<file path="src/rtl/seq_shift_unit.sv">
// seq_shift_unit: multi-cycle LSL/LSR/ASR/ROR shifter, up to STEP bits per clock; ROR built only with SHIFT_ROR_EN.
// Latency 1+ceil(shamt/STEP) edges from accept; result held in DONE until out_ready, in_ready only in IDLE.
module seq_shift_unit #(
  parameter int WIDTH = 32,
  parameter int STEP  = 1
) (
  input  logic                     clk,
  input  logic                     rst,
  input  logic                     in_valid,
  output logic                     in_ready,
  input  logic [WIDTH-1:0]         operand,
  input  logic [$clog2(WIDTH)-1:0] shamt,
  input  logic [1:0]               op,
  output logic                     out_valid,
  input  logic                     out_ready,
  output logic [WIDTH-1:0]         result,
  output logic                     c_out,
  output logic                     busy
);

  localparam int SHW      = $clog2(WIDTH);
  // rem never exceeds WIDTH-1, so clamping STEP there keeps k in SHW bits.
  localparam int STEP_CAP = (STEP >= WIDTH) ? WIDTH - 1 : STEP;
  localparam logic [SHW-1:0] STEP_K = SHW'(STEP_CAP);

  localparam logic [1:0] OP_LSL = 2'b00;
  localparam logic [1:0] OP_LSR = 2'b01;
  localparam logic [1:0] OP_ASR = 2'b10;
  localparam logic [1:0] OP_ROR = 2'b11;

  typedef enum logic [1:0] {
    IDLE  = 2'd0,
    SHIFT = 2'd1,
    DONE  = 2'd2
  } state_t;

  state_t           state_q, state_d;
  logic [WIDTH-1:0] val_q, val_d;
  logic [SHW-1:0]   rem_q, rem_d;
  logic [1:0]       op_q, op_d;
  logic             c_q, c_d;

  logic [SHW-1:0]   k;
  logic [SHW-1:0]   neg_k;
  logic [WIDTH-1:0] step_val;
  logic             step_c;
  logic             accept;
  logic             zero_req;

  assign accept = in_valid && (state_q == IDLE);

`ifdef SHIFT_ROR_EN
  assign zero_req = (shamt == '0);
`else
  assign zero_req = (shamt == '0) || (op == OP_ROR);
`endif

  assign k     = (rem_q < STEP_K) ? rem_q : STEP_K;
  assign neg_k = ~k + 1'b1;

  // One step of k positions; k is 1..WIDTH-1 whenever the result is used.
  always_comb begin
    step_val = val_q;
    step_c   = 1'b0;
    case (op_q)
      OP_LSL: begin
        step_val = val_q << k;
        step_c   = val_q[neg_k];
      end
      OP_LSR: begin
        step_val = val_q >> k;
        step_c   = val_q[k - 1'b1];
      end
      OP_ASR: begin
        step_val = $unsigned($signed(val_q) >>> k);
        step_c   = val_q[k - 1'b1];
      end
      default: begin
`ifdef SHIFT_ROR_EN
        step_val = (val_q >> k) | (val_q << neg_k);
        step_c   = val_q[k - 1'b1];
`endif
      end
    endcase
  end

  always_comb begin
    val_d = val_q;
    rem_d = rem_q;
    op_d  = op_q;
    c_d   = c_q;
    case (state_q)
      IDLE: begin
        if (accept) begin
          val_d = operand;
          op_d  = op;
          rem_d = zero_req ? '0 : shamt;
          c_d   = 1'b0;
        end
      end
      SHIFT: begin
        val_d = step_val;
        rem_d = rem_q - k;
        c_d   = step_c;
      end
      default: ;
    endcase
  end

  always_ff @(posedge clk) begin
    if (rst) begin
      state_q <= IDLE;
    end else begin
      state_q <= state_d;
    end
  end

  always_comb begin
    state_d = state_q;
    case (state_q)
      IDLE:    if (accept) state_d = zero_req ? DONE : SHIFT;
      SHIFT:   if (rem_q == k) state_d = DONE;
      DONE:    if (out_ready) state_d = IDLE;
      default: state_d = IDLE;
    endcase
  end

  always_comb begin
    in_ready  = (state_q == IDLE);
    out_valid = (state_q == DONE);
    busy      = (state_q != IDLE);
  end

  always_ff @(posedge clk) begin
    if (rst) begin
      val_q <= '0;
      rem_q <= '0;
      op_q  <= OP_LSL;
      c_q   <= 1'b0;
    end else begin
      val_q <= val_d;
      rem_q <= rem_d;
      op_q  <= op_d;
      c_q   <= c_d;
    end
  end

  assign result = val_q;
  assign c_out  = c_q;

endmodule

</file>
<file path="config.mk">
export PLATFORM = sky130hd
export DESIGN_NAME = seq_shift_unit
export DESIGN_NICKNAME = d
export VERILOG_FILES = /design/src/rtl/seq_shift_unit.sv
export SDC_FILE = /design/constraint.sdc
export NUM_CORES = 1
export LEC_CHECK = 0
export ABC_AREA = 0
export BUFFER_PORTS_ARGS = -buffer_cell sky130_fd_sc_hd__buf_2
export CAP_MARGIN = 20
export CORE_UTILIZATION = 45
export CTS_CLUSTER_DIAMETER = 150
export DETAILED_ROUTE_END_ITERATION = 6
export PLACE_DENSITY_LB_ADDON = 0.05
export SKIP_CTS_REPAIR_TIMING = 1
export SLEW_MARGIN = 5
export SYNTH_ARGS = -nofsm -noshare
export SYNTH_HDL_FRONTEND = slang
export SYNTH_SLANG_ARGS = --single-unit
</file>
<file path="constraint.sdc">
create_clock -name clk -period 2.05 [get_ports clk]
set_input_delay 0.3075 -clock clk [delete_from_list [all_inputs] [get_ports clk]]
set_output_delay 0.3075 -clock clk [all_outputs]
set_load 0.05 [all_outputs]
</file>
# Word-level counts from Yosys, hierarchy flattened

Cells that the tools add are included.

Bits in registers: 42
Input port bits: 43
Word-level logic and storage cells: 56

Add/subtract/negate cells: 3
Order comparisons: 3
Equal/unequal tests: 10
Shift operators: 3
Multiplexer cells: 19
Bitwise operators: 1
Reduce and logical (&&, ||, !) cells: 12

Operators by type and width:

| operator              | count |
|---|---|
| $pmux W32 S3          | 1 |
| $pmux W32 S2          | 1 |
| $mux W32              | 1 |
| $shl A32 B5 Y32       | 1 |
| $shr A32 B5 Y32       | 1 |
| $sshr A32 B5 Y32      | 1 |
| $mux W5               | 3 |
| $lt A5 B6 Y1 const B  | 2 |
| $bmux W1 S5           | 2 |
| $pmux W5 S2           | 1 |
| $mux W2               | 4 |
| $eq A2 B2 Y1 const B  | 3 |
| $pmux W2 S3           | 1 |
| $reduce_and A3 Y1     | 2 |
| $add A5 B1 Y5 const B | 1 |
| $eq A5 B5 Y1          | 1 |
| $logic_not A5 Y1      | 1 |
| $lt A5 B1 Y1 const B  | 1 |
| $not A5 Y5            | 1 |
| $sub A5 B1 Y5 const B | 1 |
| $sub A5 B5 Y5         | 1 |
| $eq A2 B1 Y1 const B  | 2 |
| $logic_not A2 Y1      | 2 |
| $ne A2 B1 Y1 const B  | 2 |
| 9 further kinds       | 14 |

# Longest topological paths before layout

Gate-level depths: netlist of the first run.

Word-level depth: 8
Gate-level depth with buffers: 12

# Least setup slack after synthesis of the first run

No wires, ideal clock.

Kind: register to register
Start point: register state_q[1]
End point: register state_q[0]
Library setup time: 86 ps
Arrival time: 2330 ps
Required time: 1964 ps
Setup slack: -365 ps
Cell stages (with the launch flop): 6
Path buffers: 1
Period minus slack after synthesis: 2415 ps
Path through: dfxtp_1 -> buf_2 -> nor2_1 -> inv_1 -> or2_2 -> a211oi_1

Longest elaborated chain between the ends: 4
Elaborated cells between the ends (all ways): 9
Classes of those cells: 5 x eq/ne; 1 x mux; 3 x reduce/logical

RTL lines:

| what                        | line | text |
|---|---|---|
| from (decl)                 | 37   | `state_t state_q, state_d;` |
| from (signal assigned)      | 114  | `state_q <= state_d;` |
| $logic_not A2 Y1 (*)        | -    |  |
| named net in_ready          | 10   | `output logic in_ready,` |
| $logic_and A1 B1 Y1         | 50   | `assign accept = in_valid && (state_q == IDLE);` |
| $ne A2 B1 Y1 (no line)      | -    |  |
| $reduce_and A3 Y1 (no line) | -    |  |

Mark *: on every way through the listed nets, which the timed path passes. The rest lies on a longest branch.
A chain may end at the register's enable or synchronous reset.

# Final worst setup path of the first run

Start point: register op_q[1]
End point: register val_q[0] (netlist: result[0])

Longest elaborated chain between the ends: 3
Elaborated cells between the ends (all ways): 7
Classes of those cells: 3 x eq/ne; 2 x mux; 2 x reduce/logical

RTL lines:

| what                                              | line | text |
|---|---|---|
| from (decl)                                       | 40   | `logic [1:0] op_q, op_d;` |
| from (signal assigned)                            | 143  | `op_q <= op_d;` |
| $eq A2 B2 Y1, or another cell as far along        | 65   | `case (op_q)` |
| $pmux W32 S3 or $ne A4 B1 Y1 (tied branches)      | -    |  |
| $pmux W32 S2 or $reduce_and A3 Y1 (tied branches) | -    |  |
| to (signal assigned)                              | 141  | `val_q <= val_d;` |
| to (decl)                                         | 38   | `logic [WIDTH-1:0] val_q, val_d;` |

Several ways; a longest one is shown, not always the timed one.

==> run summary, run 1 <==
The overall via count from detail_route came out at 2,977. The worst relative slew slack is 0.592. The area of the placeable core is 5570 sq um. The run finished with clean final reports. The tool flagged a number of max-cap violations equal to 0. After synthesis, the netlist uses 53 different library cells. The final critical-path share of the clock period is 0.958.

The cell accounting for the most synthesized area is dfxtp_1. In this run the cell area measured after placement is 3200 sq um. The global-route usage over all layers came out at 0.272. The required time at the worst-slack endpoint is roughly 2200 ps.

The final wirelength is roughly 8.2 mm. The post-synthesis to final-layout area growth came out at 25.8%. The setup TNS came out at 0 ps. For this run, the leading register cell type out of synthesis is dfxtp_1.

In the post-synthesis netlist, the biggest area contributors are dfxtp_1, o21ai_0, a21oi_1, o221ai_1, a31oi_1. The die area is 6200 sq um. The number of antenna repair diodes came out at 0. The quantity of I/O buffers inserted on ports is 78. For this block, the initial DRC count from the detailed router was approximately 140. The width of the chip is slightly below 80 um. The clock-pin slew reported for the worst setup and hold paths after clock tree synthesis came out at 80 ps. In this run the cell area of the synthesized design comes to 2650 sq um.

The worst path in the final design needs a cycle of 1960 ps, including I/O delays and setup. The share of the Yosys chip area taken by registers is 0.317. The clock tree buffer depth came out at 2. The synthesized area per cell is 7.84 sq um. The hold violation total from the final report is 0. Setup violations remaining at the end of the flow were counted as 0. The via count of the first global-routing pass is 2,768. The CTS tree is yes. The largest net degree at the start of global routing is 26. The max-slew violation count came to 0. The worst setup path is of the flop to flop kind. The number of storage elements in the synthesis netlist came out at 42.

The critical-path maximum fanout came out at 4. STA classifies the critical path startpoint as a flop. The number of nets in the synthesized netlist came out at 388. In this run the static leakage power is 1.41 nW.

After detailed routing, the number of remaining DRC violations is 0. For the worst-skew pair, the clock arrives at the later sink with an insertion delay of about 290 ps. The count of nets left with antenna violations after detail routing is 0. Of the cells placed in the final design, the portion with a size suffix greater than 1 is 0.304.

In the layout the commonest cells are buf_2, o21ai_0, dfxtp_1. The number of antenna violations at the first check in global routing is 0. The number of core rows came out at 27. Setup repair after global routing left no endpoint under its margin.

After synthesis, the share of flip-flops with an asynchronous set or reset is 0. The average wire per standard cell came out at 16.7 um. Clock tree synthesis found a total of 42 sinks. The sort of element at the end of the critical path is a flop. In this run the count of I/O pins placed on the die edge is 79. The starting density of the core is 0.475. Once detailed placement completed, the half-perimeter wirelength came to roughly 5.8 mm.

The overall die height came out at 78.7 um. The number of H-tree branching levels is 2. The share of synthesized area in the top cell type comes to 0.317. In this run the worst hold path is classified as input pin to flop. The routability congestion estimate from global placement came out at ~0.85. The first global-routing pass estimated 13.3 mm of wire. The setup slack after placement came out at -15.3 ps. The synthesized instance count is 338. The library cell used most frequently in the layout, excluding fill and tap cells, is buf_2. The count of flip-flops with a built-in enable after synthesis is 0. The count of nets after finishing came out at 470. The total CTS buffers came out at 5. The root buffer cell chosen for the clock tree is clkbuf_8.

The detailed-router iteration count before antenna repair came out at 5. The layout has 549 filler cells. The vias per cell is 6.04. Hold is met by about 260 ps. After global routing the overflow that remains totals 0. The total non-filler cell area in the finished layout is 3330 sq um.

The worst vdd rail ir drop is 0.000537 V. Clock skew on the completed layout was measured at 4.37 ps. The data arrival time of the worst path is 2140 ps.

The maximum operating frequency is 509 MHz. The worst setup margin is approximately 85 ps. At the pin with the least slew margin, the transition time is 610 ps. For this design the ratio of total power to cell area is approximately 1300 nW/um^2. The number of warnings issued by yosys is 0.
final cells by class:
| class | instances | area (sq um) | area share |
|---|---|---|---|
| tap | 72 | 90.1 | 0.0270 |
| sequential | 42 | 843 | 0.253 |
| clock inverter | 1 | 30.0 | 0.00901 |
| multi-input combinational | 258 | 1650 | 0.496 |
| timing repair buffer | 103 | 603 | 0.181 |
| inverter | 10 | 37.5 | 0.0113 |
| clock buffer | 7 | 76.3 | 0.0229 |
kinds of logic (layout without fill, tap and decap cells):
kind of cell / count (synthesis) / count (layout) / share of synthesized area
xor gates and xnor gates: 1 / 1 / 0.00331
AOI/OAI and AO/OA: 160 / 160 / 0.393
adders and majority gates: 7 / 7 / 0.0331
DFF: 42 / 42 / 0.317
muxes: 8 / 8 / 0.0406
other: 1 / 1 / 0.00142
and+or+nand+nor: 81 / 81 / 0.145
buffers and inverters: 38 / 121 / 0.0657
critical path, stage by stage, from the launching register on:
cell and delay, ps:
dfxtp_2 360, inv_1 90, ha_4 310, or3b_1 400
and4_1 220, a311oi_1 230, a2bb2oi_1 190, nor2_1 50
Yosys cell counts, types with 6 or more instances:
| library cell | number |
|---|---|
| buf_2 | 6 |
| a221o_1 | 7 |
| nand2_1 | 30 |
| nor2_1 | 23 |
| o221ai_1 | 16 |
| clkbuf_1 | 17 |
| dfxtp_1 | 42 |
| ha_1 | 7 |
| a211oi_1 | 9 |
| inv_1 | 8 |
| a21oi_1 | 32 |
| o21ai_0 | 52 |
| a31oi_1 | 19 |
per-stage QoR:
stage	power, mW	cells	util
2_1_floorplan	3.05	338	-
3_3_place_gp	3.70	484	0.574
3_5_place_dp	3.72	484	0.574
4_1_cts	4.38	492	0.593
5_1_grt	4.68	493	0.598
6_report	4.40	493	0.598
registers in the layout (all words and copies together), names as in the netlist:
name,cells
c_out,1
op_q,2
result,32
rem_q,5
state_q,2
power breakdown:
part / internal (mW) / switching (mW) / leakage (nW) / total, mW
clock: 0.365 / 0.284 / 0.0524 / 0.649
combinational: 0.838 / 1.63 / 1.01 / 2.47
sequential: 1.02 / 0.264 / 0.349 / 1.28
metal layers:
layer  routed length, um  GRT usage
met1                3580      0.339
met2                4010      0.467
met3                 501     0.0425
met4                 152      0.107
met5                   0          0
worst paths after layout:
check                start   endpoint  slack (ps)  depth (start not counted)
setup / recovery   op_q[1]  result[0]          90                          7
hold / removal    shamt[0]   rem_q[0]         260                          3
setup reg to reg   op_q[1]  result[0]          90                          7
hold reg to reg    op_q[1]    op_q[1]         500                          2
Power figures use the tool's default switching activity.
==> inputs of run 2 (changes only) <==
Settings changed: CORE_UTILIZATION 45 to 39.
Clock period 2.05 ns to 1.6 ns, I/O delays scaled along.
==> run 2 against run 1 <==
Effect of this change: the flow now finishes with violations (DRC, setup timing); worst setup slack worse by 250 ps; first-iteration DRC count rose by 31%; cell count grew 6.7%; global-route usage is 2.0 points lower; sequential cell count unchanged; fmax grew 11%; cell area up 12%; non-clock buffer count rose by 27; clock-buffer cell count unchanged; hold slack got worse by 55 ps; critical path depth did not move; core utilization fell by 2.2 points.
==> run summary, run 2 (synthesis gave the netlist of run 1 again) <==
The count of nets left with antenna violations after detail routing came out at 0 (unchanged). The reg-to-reg setup timing slack is -160 ps (-250 ps). Traced cell by cell, the critical path runs through inv_2 > ha_4 > or3b_1 > and4_1 > a311oi_1 > a2bb2oi_1 > nor2_1. The CTS tree is yes. The count of nets after finishing was 498 (+6.0%).

The flip-flop count of the largest register, all copies and words added is 32 (unchanged). The first-pass GRT wire length came out at 14.3 mm (+7.4%). The flow ran to the end, but the final reports show violations.

The total number of clock tree sinks came to 42 (unchanged). The number of fill cells came to 622 (+13%). The area of the placeable core came out at 6460 sq um (+16%). The overall via count from detail_route was 3,100 (+4.1%). The average wire per standard cell came out at 17.1 um (+2.0%). The net switching component of the power is 3.01 mW (+38%). The total CTS buffers is 5 (unchanged).

The sequential power share is 0.271 (-0.021). The number of antenna repair diodes came out at 0 (unchanged). The kind of critical path is flop to flop. The later-pin clock latency in the skew report is 300 ps (about the same). The final wirelength came to 8.97 mm (+8.9%). The clock tree buffer depth came to 2 (unchanged). The worst reg2reg path depth is 7 (unchanged). The worst setup margin came out at -162 ps (-248 ps). In the layout the commonest cells are buf_2, buf_4, o21ai_0. The detailed-router iteration count before antenna repair was 6 (+1).

The number of core rows is 29 (+7.4%). The share of post-route cells with drive strength above 1 came out at 0.401 (+0.0969). In this run the worst setup path begins at op_q[0].

The critical-path maximum fanout is 4 (unchanged). The highest cell delay on the worst timing path came out at 370 ps (-30 ps). STA classifies the critical path endpoint as a flop. The combinational share of power came out at 0.609 (+0.048). The number of setup violations in the final report came to 28 (+28). From synthesis to final layout, the design area changed by 40.4%. The max-slew violation count is 0 (unchanged). The shortest clock period the worst path allows after layout is 1760 ps (-202 ps).

The width of the chip came to 84.4 um (+7.2%). The setup slack after placement is -160 ps (-145 ps). The hold violation total from the final report came to 0 (unchanged). The switching fraction of total power is 0.498 (+0.00306). The sum of net half-perimeters after detailed placement is 6.52 mm (+13%).

The maximum operating frequency came out at 567 MHz (+11%). The number of antenna violations at the first check in global routing was 0 (unchanged). The post-route clock skew was 10.7 ps (+6.36 ps). The share of power burned in the clock network is 0.120 (-0.027). The final critical-path share of the clock period was 1.10 (+0.143).

The worst hold slack came to 203 ps (-55.1 ps). The starting density of the core came out at 0.410 (-0.0651). The post-route DRC violation count is 3 (+3). The global-route usage over all layers was 0.252 (-0.0201). In this run the worst setup path terminates at result[0]. The cell leakage power was 1.58 nW (+12%). The largest net degree at the start of global routing came out at 24 (-7.7%).

The total overflow reported by the global router was 0 (unchanged). The number of H-tree branching levels is 2 (unchanged). The required time at the worst-slack endpoint is 1790 ps (-440 ps). The via count of the first global-routing pass came out at 2,852 (+3.0%). The endpoint identified for the worst register-to-register timing path is result[0]. The origin of the critical flop-to-flop path is op_q[0]. The worst vdd rail ir drop is 0.000841 V (+57%). The internal power consumption is 3.03 mW (+36%). The vias per cell is 5.89 (-2.4%). The overall die height is 84.4 um (+7.2%). The quantity of I/O buffers inserted on ports came out at 78 (unchanged). The tightest min-delay check is of the input pin to flop type. The root buffer cell chosen for the clock tree is clkbuf_8. Among all stages on the critical path, the largest delay is contributed by dfxtp_2. The I/O pin count was 79 (unchanged). The die area came out at 7130 sq um (+15%). The data arrival time of the worst path came out at 1950 ps (-190 ps). The clock-pin slew reported for the worst setup and hold paths after clock tree synthesis is 80 ps (about the same). The areal power density over the cells came to 1620 nW/um^2 (+23%).

The reported max-cap violation count was 0 (unchanged). The most frequent standard cell in the layout excluding fill and tap cells is buf_2. The routability congestion estimate from global placement is 0.795 (-6.6%). The worst setup path is launched from a flop. The number of DRC violations after detailed-routing iteration 0 is 189 (+31%). Setup repair after global routing could not meet its margin everywhere. The final reports fail on DRC, setup timing.
## run 2: worst max-delay path: cells and delay by family, from the launching register on
kind / cells / cell delay, ps
AND/OR/NAND/NOR: 3 / 590
adder cells (fa/ha/maj): 1 / 270
AO/OA/AOI/OAI: 2 / 370
buffers and inverters: 1 / 60
flip-flops: 1 / 370
## run 2: layout make-up
class / instances / area [sq um] / area share
clock buffer: 7 / 86.3 / 0.0232
clock inverter: 1 / 5.00 / 0.00135
inverter: 10 / 45.0 / 0.0121
multi-input combinational: 258 / 1760 / 0.472
sequential: 42 / 851 / 0.229
tap: 77 / 96.3 / 0.0259
timing repair buffer: 130 / 873 / 0.235
timing repair inverter: 1 / 5.00 / 0.00135
## run 2: power by group through the flow
stage | registers, mW | clock network, mW | logic, mW
3_5_place_dp | 1.64 | 0 | 3.41
2_1_floorplan | 2.29 | 0 | 1.71
5_1_grt | 1.67 | 0.790 | 3.95
6_report | 1.64 | 0.727 | 3.68
4_1_cts | 1.62 | 0.753 | 3.42
3_3_place_gp | 1.64 | 0 | 3.39
## run 2: routing by layer
metal,share of wire,GRT usage,vias up
met5,0,0,-
met4,0.013,0.0724,0
met1,0.47,0.347,1479
met2,0.47,0.416,96
met3,0.054,0.0315,11
li1,-,-,1514
## run 2: metrics by stage
stage | cells | utilization | total power, mW | area [sq um] | setup TNS, ps
2_1_floorplan | 338 | - | 4.00 | 2730 | -2810
3_3_place_gp | 512 | 0.534 | 5.03 | 3450 | -1970
3_5_place_dp | 512 | 0.534 | 5.06 | 3450 | -2970
4_1_cts | 520 | 0.548 | 5.79 | 3540 | -3230
5_1_grt | 526 | 0.576 | 6.41 | 3720 | -4680
6_report | 526 | 0.576 | 6.04 | 3720 | -1810
## run 2: worst min path at each step
stage / from / end / slack (ps) / depth (start not counted)
floorplan: shamt[0] / rem_q[0] / 380 / 2
global placement: op_q[0] / op_q[0] / 470 / 2
detailed placement: op_q[0] / op_q[0] / 480 / 2
CTS: shamt[0] / rem_q[0] / 200 / 3
global route: shamt[0] / rem_q[0] / 220 / 3
finish: shamt[0] / rem_q[0] / 200 / 3
==> inputs of run 3 (changes only) <==
Settings changed: CAP_MARGIN 20 to not set, PLACE_DENSITY set to 0.68, PLACE_DENSITY_LB_ADDON 0.05 to not set.
==> run 3 against run 2 <==
Effect of this change: the run still ends with DRC, setup timing left; sequential share of layout area fell by 0.72 points; combinational power rose by 5.7%; global-route usage down 0.19 points; power up 3.8%; first-iteration DRC count is 29% higher; worst setup slack got worse by 51 ps; register-to-register slack got worse by 50 ps; core utilization up 2.0 points; critical path depth did not move; via count grew 4.5%; clock skew shrank 3.1 ps; largest cell class unchanged.
==> run summary, run 3 (synthesis gave the netlist of run 1 again) <==
The path class of the tightest hold or removal check is input pin to flop. The post-route DRC violation count is 8 (+5). The clock-pin slew reported for the worst setup and hold paths after clock tree synthesis is 90 ps (about the same). The number of antenna violations at the first check in global routing came to 0 (unchanged). The areal power density over the cells is 1630 nW/um^2 (+0.30%). The reported max-cap violation count is 0 (unchanged). The average wire per standard cell is 17.1 um (+0.33%). The final wirelength was 9.16 mm (+2.1%). The overall die height is 84.4 um (unchanged).

The number of H-tree branching levels came to 2 (unchanged). The critical-path maximum fanout came to 4 (unchanged). The area of the placeable core came out at 6460 sq um (unchanged).

The total non-filler cell area in the finished layout is 3850 sq um (+3.5%). The count of nets after finishing came out at 507 (+1.8%). The cell leakage power came out at 1.64 nW (+4.3%). The count of nets left with antenna violations after detail routing came out at 0 (unchanged). The final critical-path share of the clock period came out at 1.13 (+0.0316). The maximum operating frequency is 552 MHz (-2.8%). The kind of critical path is flop to flop. The I/O pin count is 79 (unchanged).

In the layout the commonest cells are buf_2, buf_4, o21ai_0. The number of setup violations in the final report is 27 (-3.6%). The post-route clock skew came out at 7.63 ps (-3.10 ps).

The post-placement cell count came out at 521 (+1.8%). The largest net degree at the start of global routing came out at 20 (-17%). The number of core rows is 29 (unchanged). TritonCTS built the clock tree. The hold violation total from the final report was 0 (unchanged). The worst setup path is launched from a flop. The starting density of the core is 0.410 (unchanged). The clock tree buffer depth is 2 (unchanged). The total CTS buffers is 5 (unchanged). The width of the chip came to 84.4 um (unchanged). The shortest clock period the worst path allows after layout is 1810 ps (+50.6 ps). The worst vdd rail ir drop is 0.000815 V (-3.1%). The data arrival time of the worst path is 2000 ps (+50 ps).

STA classifies the critical path endpoint as a flop. The number of antenna repair diodes is 0 (unchanged). The worst setup margin is -213 ps (-50.6 ps). The first-pass GRT wire length came out at 14.3 mm (+0.20%).

After global routing, the most crowded layer is met2. The total overflow reported by the global router is 0 (unchanged). The final cell count without fillers is 535 (+1.7%). The post-synthesis to final-layout area growth came out at 45.3%. The detailed-router iteration count before antenna repair is 7 (+1). The max-slew violation count was 0 (unchanged). The global-route usage over all layers came out at 0.250 (-0.00187). The most frequent standard cell in the layout excluding fill and tap cells is buf_2. The via count of the first global-routing pass is 2,841 (-0.39%). Setup repair after global routing could not meet its margin everywhere. The share of post-route cells with drive strength above 1 came out at 0.432 (+0.0314).

The final reports fail on DRC, setup timing. The flow ran to the end, but the final reports show violations. The met3 capacity usage during global routing is 0.0364 (+0.00492). The quantity of I/O buffers inserted on ports is 78 (unchanged). The required time at the worst-slack endpoint was 1790 ps (about the same).

The routing usage on met1 is 0.357 (+0.00994). The number of DRC violations after detailed-routing iteration 0 was 243 (+29%). The later-pin clock latency in the skew report is 300 ps (about the same). The flip-flop count of the largest register, all copies and words added is 32 (unchanged). The total number of clock tree sinks is 42 (unchanged). The die area was 7130 sq um (unchanged). The met2 usage came out at 0.398 (-0.0179). The vias per cell came to 6.05 (+2.7%).

The routability congestion estimate from global placement was 0.926 (+16%). The master cell of the clock root buffer is clkbuf_8. The sum of net half-perimeters after detailed placement came out at 6.70 mm (+2.7%). The total placed instance area is 3500 sq um (+1.6%). The overall via count from detail_route is 3,239 (+4.5%).
[run 3: cell types whose count changed in the layout (fill, tap and decap cells not counted), moves of 2 or more]
cell      previous run  this run
o21ai_1             10         7
buf_6                6        10
buf_4               42        49
o221ai_1            13         5
a21oi_1             28        26
o21ai_0             39        44
o21ai_2              3         1
o221ai_2             3        11
clkbuf_4             0         2
[run 3: critical path: stages (launching register included)]
cell,delay (ps)
dfxtp_4,370
inv_2,50
ha_4,270
or3b_1,370
and4_1,210
a311oi_2,220
a2bb2oi_2,160
nor2_1,50
[run 3: power by group]
part           leakage, nW  internal, mW  switching (mW)
Sequential           0.351          1.31           0.327
Clock               0.0515         0.349           0.401
Combinational         1.24          1.50            2.38
Total                 1.64          3.16            3.11
[run 3: layer usage]
metal / share of wire / routed length [um]
met5: 0 / 0
met3: 0.078 / 711
met1: 0.45 / 4090
met4: 0.017 / 155
met2: 0.46 / 4200
[run 3: worst paths after layout]
| kind | start | endpoint | slack (ps) | cells after the start |
|---|---|---|---|---|
| hold reg to reg | op_q[1] | op_q[1] | 490 | 2 |
| hold / removal | shamt[0] | rem_q[0] | 200 | 3 |
| setup reg to reg | op_q[0] | result[0] | -210 | 7 |
| setup / recovery | op_q[0] | result[0] | -210 | 7 |
[run 3: area by class of cell]
class,instances,area (sq um)
multi-input cells,258,1830
fillers,592,2610
repair buffers,140,936
flip-flops and latches,42,853
inverters,10,42.5
well taps,77,96.3
clock inverters,2,11.3
clock buffers,6,82.6
[run 3: per-stage QoR]
stage	power (mW)	worst slack, ps	hold WS, ps	setup TNS [ps]	util
after floorplan	4.00	-204	376	-2810	-
after global placement	5.07	-130	481	-919	0.543
after detailed placement	5.14	-222	483	-2180	0.543
after CTS	5.89	-240	192	-3020	0.557
after global routing	6.64	-286	216	-5030	0.596
final	6.27	-213	204	-2290	0.596
